==> src/rtl/tube_blink_scheduler.sv <==
// ============================================================================
// Module      : tube_blink_scheduler
// Description : CPU-to-digitalTube write forwarder with a hardware digit blink
//               engine that rewrites the special register on each phase change.
// Revision    : 1.0 - initial release
// ============================================================================
`default_nettype none

module tube_blink_scheduler #(
    parameter int PRESCALE   = 50000,
    parameter int PRESCALE_W = 16
) (
    input  logic        clock,
    input  logic        reset,
    input  logic        cpu_write_enable,
    input  logic [2:0]  cpu_address,
    input  logic [15:0] cpu_write_data,
    output logic        tube_write_en,
    output logic [2:0]  tube_address,
    output logic [15:0] tube_write_data,
    output logic        blink_phase
);

    localparam logic [2:0] c_addr_low     = 3'b000;
    localparam logic [2:0] c_addr_high    = 3'b010;
    localparam logic [2:0] c_addr_special = 3'b100;
    localparam logic [2:0] c_addr_ctrl    = 3'b110;
    localparam logic [PRESCALE_W-1:0] c_presc_max = PRESCALE_W'(PRESCALE - 1);

    typedef enum logic [0:0] {
        ST_IDLE = 1'b0,
        ST_PEND = 1'b1
    } state_t;

    state_t                r_state, w_state_n;
    logic                  r_tube_en, w_tube_en_n;
    logic [2:0]            r_tube_addr, w_tube_addr_n;
    logic [15:0]           r_tube_data, w_tube_data_n;
    logic                  r_phase, w_phase_n;
    logic [15:0]           r_shadow, w_shadow_n;
    logic [7:0]            r_mask, w_mask_n;
    logic [7:0]            r_period, w_period_n;
    logic [PRESCALE_W-1:0] r_prescaler, w_prescaler_n;
    logic [7:0]            r_period_cnt, w_period_cnt_n;

    logic w_timer_run;
    logic w_tick;
    logic w_toggle;
    logic w_engine_issue;

    // Upper byte holds the digit-enable bits; blinked digits are cleared in the off phase.
    function automatic logic [15:0] masked_special(
        input logic [15:0] data,
        input logic        phase,
        input logic [7:0]  mask
    );
        masked_special = {data[15:8] & ~(phase ? 8'h00 : mask), data[7:0]};
    endfunction

    always_ff @(posedge clock or posedge reset) begin
        if (reset) begin
            r_state      <= ST_IDLE;
            r_tube_en    <= 1'b0;
            r_tube_addr  <= 3'b000;
            r_tube_data  <= 16'h0000;
            r_phase      <= 1'b1;
            r_shadow     <= 16'h0000;
            r_mask       <= 8'h00;
            r_period     <= 8'h00;
            r_prescaler  <= '0;
            r_period_cnt <= 8'h00;
        end else begin
            r_state      <= w_state_n;
            r_tube_en    <= w_tube_en_n;
            r_tube_addr  <= w_tube_addr_n;
            r_tube_data  <= w_tube_data_n;
            r_phase      <= w_phase_n;
            r_shadow     <= w_shadow_n;
            r_mask       <= w_mask_n;
            r_period     <= w_period_n;
            r_prescaler  <= w_prescaler_n;
            r_period_cnt <= w_period_cnt_n;
        end
    end

    always_comb begin
        w_state_n      = r_state;
        w_tube_en_n    = 1'b0;
        w_tube_addr_n  = r_tube_addr;
        w_tube_data_n  = r_tube_data;
        w_phase_n      = r_phase;
        w_shadow_n     = r_shadow;
        w_mask_n       = r_mask;
        w_period_n     = r_period;
        w_prescaler_n  = r_prescaler;
        w_period_cnt_n = r_period_cnt;

        w_timer_run    = (r_period != 8'h00);
        w_tick         = w_timer_run && (r_prescaler == c_presc_max);
        w_toggle       = w_tick && (r_period_cnt == (r_period - 8'd1));
        w_engine_issue = (r_state == ST_PEND) && !cpu_write_enable;

        if (w_timer_run) begin
            if (w_tick) begin
                w_prescaler_n = '0;
                if (w_toggle) begin
                    w_period_cnt_n = 8'h00;
                    w_phase_n      = ~r_phase;
                end else begin
                    w_period_cnt_n = r_period_cnt + 8'd1;
                end
            end else begin
                w_prescaler_n = r_prescaler + 1'b1;
            end
        end else begin
            w_prescaler_n  = '0;
            w_period_cnt_n = 8'h00;
            w_phase_n      = 1'b1;
        end

        // An issue that coincides with a toggle writes the post-toggle image,
        // so the engine never needs two back-to-back writes.
        if (w_engine_issue) begin
            w_tube_en_n   = 1'b1;
            w_tube_addr_n = c_addr_special;
            w_tube_data_n = masked_special(r_shadow, w_phase_n, r_mask);
            w_state_n     = ST_IDLE;
        end else if (w_toggle) begin
            w_state_n = ST_PEND;
        end

        if (cpu_write_enable) begin
            case (cpu_address)
                c_addr_low, c_addr_high: begin
                    w_tube_en_n   = 1'b1;
                    w_tube_addr_n = cpu_address;
                    w_tube_data_n = cpu_write_data;
                end
                c_addr_special: begin
                    w_shadow_n    = cpu_write_data;
                    w_tube_en_n   = 1'b1;
                    w_tube_addr_n = c_addr_special;
                    w_tube_data_n = masked_special(cpu_write_data, r_phase, r_mask);
                    // Pre-toggle phase was used, so a same-cycle toggle still needs a refresh.
                    if (!w_toggle) begin
                        w_state_n = ST_IDLE;
                    end
                end
                c_addr_ctrl: begin
                    w_mask_n       = cpu_write_data[7:0];
                    w_period_n     = cpu_write_data[15:8];
                    w_prescaler_n  = '0;
                    w_period_cnt_n = 8'h00;
                    w_phase_n      = 1'b1;
                    w_state_n      = ST_PEND;
                end
                default: begin
                end
            endcase
        end
    end

    assign tube_write_en   = r_tube_en;
    assign tube_address    = r_tube_addr;
    assign tube_write_data = r_tube_data;
    assign blink_phase     = r_phase;

endmodule

`default_nettype wire

==> config.mk <==
export PLATFORM = sky130hd
export DESIGN_NAME = tube_blink_scheduler
export DESIGN_NICKNAME = d
export VERILOG_FILES = /design/src/rtl/tube_blink_scheduler.sv
export SDC_FILE = /design/constraint.sdc
export NUM_CORES = 1
export LEC_CHECK = 0
export BUFFER_PORTS_ARGS = -buffer_cell sky130_fd_sc_hd__buf_2
export CORE_AREA = 8 8 92 94
export DETAILED_ROUTE_END_ITERATION = 8
export DIE_AREA = 0 0 100 102
export PLACE_DENSITY = 0.82
export SETUP_SLACK_MARGIN = 0.3
export SKIP_LAST_GASP = 1
export SYNTH_ARGS = -nofsm -noshare
export SYNTH_HDL_FRONTEND = slang
export SYNTH_SLANG_ARGS = --single-unit
==> constraint.sdc <==
create_clock -name clock -period 2.6 [get_ports clock]
set_input_delay 0.26 -clock clock [delete_from_list [all_inputs] [get_ports clock]]
set_output_delay 0.26 -clock clock [all_outputs]
set_load 0.005 [all_outputs]
==> flow_summary.ini <==
[status]
outcome = complete, no violations

[worst_setup_path]
slowest_stage = or4b_4
critPathBufInv = 2
cp-end-kind = flip-flop
reg2reg_depth = 6
path_class = reg -> reg
slowest_delay_ns = 0.60
crit_top_cell = buf_4
crit_cells = 6
cp-start-kind = flip-flop
worstPathMaxFanout = 16
cp_top_family = simple AND/OR/NAND/NOR gates
critical_path_required_ns = 2.83
crit_chain = or4_4 > or4b_4 > buf_4 > nand3_1 > buf_4 > nor2_1
cp.arrival_ns = 2.48

[pwr]
cellPowerDensity_nw_per_um2 = 689.7
totalPowerFinal_mw = 3.192
vdd_drop_max_uv = 512.4
p_leak_nw = 2.085

[sta]
slew-limit-headroom = 0.4664
drv_slew = 0
rsz0062_at_grt = yes
fin_crit_ns = 2.244
timing.setup.tns_ns = 0
timing.final.crit_share = 0.8631
tightestPinTransition_ns = 0.8004
fin_worst_skew_ns = 0.01776
layout_setup_ws_ns = 0.3560
finalHoldViolCount = 0
max_freq_ghz = 0.4456
setup_viol = 0
timing.hold.ws_ns = 0.1276

[global_routing]
grt_pass1_wl_mm = 15.66
grt_antenna_before_repair = 0
grt.total_usage = 0.1910
grt_pass1_vias = 3342
grt_max_degree = 54
grt.overflow.total = 0

[logic_synthesis]
ys_ff_latch = 78
yosys_warnings = 0
synth_nets = 450
synth_cells = 424
synth_top_area_frac = 0.4857
ys_async_sr_fraction = 1.000
synthTopCellsByArea = dfrtp_1 49%, nand2_1 7.9%, mux2_2 4.5%
synth_area_leader_cell = dfrtp_1
ys.flop_type = dfrtp_1
synthDistinctLibCells = 46
synth-edff-count = 0
avgSynthCellArea_sq_um = 9.357
netlist_area_sq_um = 3968
yosysSeqAreaShare = 0.4923

[detailed_routing]
wl_per_cell_um = 16.35
via_per_inst = 5.821
drt_wl_total_mm = 9.497
via_count = 3382
drtPass1Iterations = 4
drt_iter0_drc = 217
ant_nets = 0
drcViolationCount = 0

[cts]
cts_buffers = 9
clkTransAtPathRegs_ns = 0.09
cts_tree = built
clock_path_buffers = 2
htreeDepth = 3
root_buffer = clkbuf_8
clock_latency_ns = 0.36
clock-sinks = 78

[placement]
dpl_cell_area_sq_um = 4319
hpwl_mm = 6.624
gp_congestion = 0.8817
pre_cts_ws_ns = 0.1879
io_buffer_count = 42
placed_cells = 557

[final_layout]
final_common_cell = nand2_1
stdcell_area_sq_um = 4628
post-route-util = 0.6556
final_cells = 581
n_antenna_cell = 0
layout-drive-gt1-share = 0.2303
num-nets-final = 503
synthToLayoutAreaGrowth_pct = 16.65
layout_common_cells = 84 x nand2_1, 75 x dfrtp_1, 42 x buf_2, 29 x nor2_1, 22 x nand3_1

[floorplanning]
row_count = 31
die_height_um = 102
ioPinCount = 43
fp.dieW_um = 100
dieArea_sq_um = 10200
start_util = 0.5620
fp.coreArea_sq_um = 7059

[flow_run]
drv_cap = 0

[worst_hold_path]
worstHoldPathCells = 3
min_path_type = in -> reg
-- metal layers --
metal	vias up	GRT usage	wire length (um)
li1	1605	-	-
met5	-	0	0
met4	0	0.09186	221
met3	20	0.03270	716
met1	1620	0.2396	3915
met2	137	0.3145	4644
-- cell families (layout without fill, tap and decap cells) --
group | after synthesis | count (layout) | synth area share
flops | 78 | 78 | 0.4923
compound gates | 65 | 65 | 0.1079
simple gates | 206 | 206 | 0.2510
mux | 16 | 16 | 0.04541
fa+ha+maj | 4 | 4 | 0.01261
xor+xnor | 28 | 28 | 0.06370
buf+inv | 27 | 85 | 0.02712
-- state kept, by name, summed over array words and instances (netlist names) --
signal and count:
r_prescaler 16, r_shadow 16, tube_write_data 16, r_mask 8, r_period 8, r_period_cnt 8, tube_address 3, blink_phase 1
r_state 1, tube_write_en 1
-- Yosys cell counts, types with 9 or more instances --
library cell	count
a211oi_1	9
a21oi_1	13
clkbuf_1	13
dfrtp_1	77
mux2_2	16
nand2_1	84
nand3_1	22
nand4_1	14
nor2_1	30
nor2b_1	11
nor3_1	22
o21ai_0	16
xnor2_1	12
xor2_1	15
-- report_power, final --
group / internal, mW / switching, mW
Clock: 0.365 / 0.494
Combinational: 0.346 / 0.390
Sequential: 1.43 / 0.172
-- worst paths after layout --
path	startpoint	slack, ns	to
hold reg to reg	r_prescaler[0]	0.46	r_prescaler[0]
max in group asynchronous	reset	1.40	r_period[6]
setup / recovery	r_period[3]	0.36	r_prescaler[13]
setup reg to reg	r_period[3]	0.36	r_prescaler[13]
hold / removal	cpu_write_data[3]	0.13	r_mask[3]
min in group asynchronous	reset	0.51	r_shadow[10]
-- repair_timing --
action / CTS / global route
setup buffers: 0 / 7
hold buffers: 1 / 0
gates resized for setup: 6 / 11
pin swaps: 0 / 5
endpoints found under the setup margin: 15 / 17
endpoints found under the hold margin: 24 / 0
-- worst reg2reg max path, stage by stage (launching register included) --
cell and delay [ns]:
dfrtp_2 0.45, or4_4 0.57, or4b_4 0.60, buf_4 0.16, nand3_1 0.06, buf_4 0.21, nor2_1 0.08
-- layout make-up --
type,instances,area (sq um)
Inverter,8,30.03
Fill cell,598,2431
Clock buffer,9,123.9
Clock inverter,7,61.31
Multi-Input combinational cell,319,1953
Tap cell,99,123.9
Timing Repair Buffer,61,380.4
Sequential cell,78,1956
No activity file was read; power rests on OpenSTA's default activity.
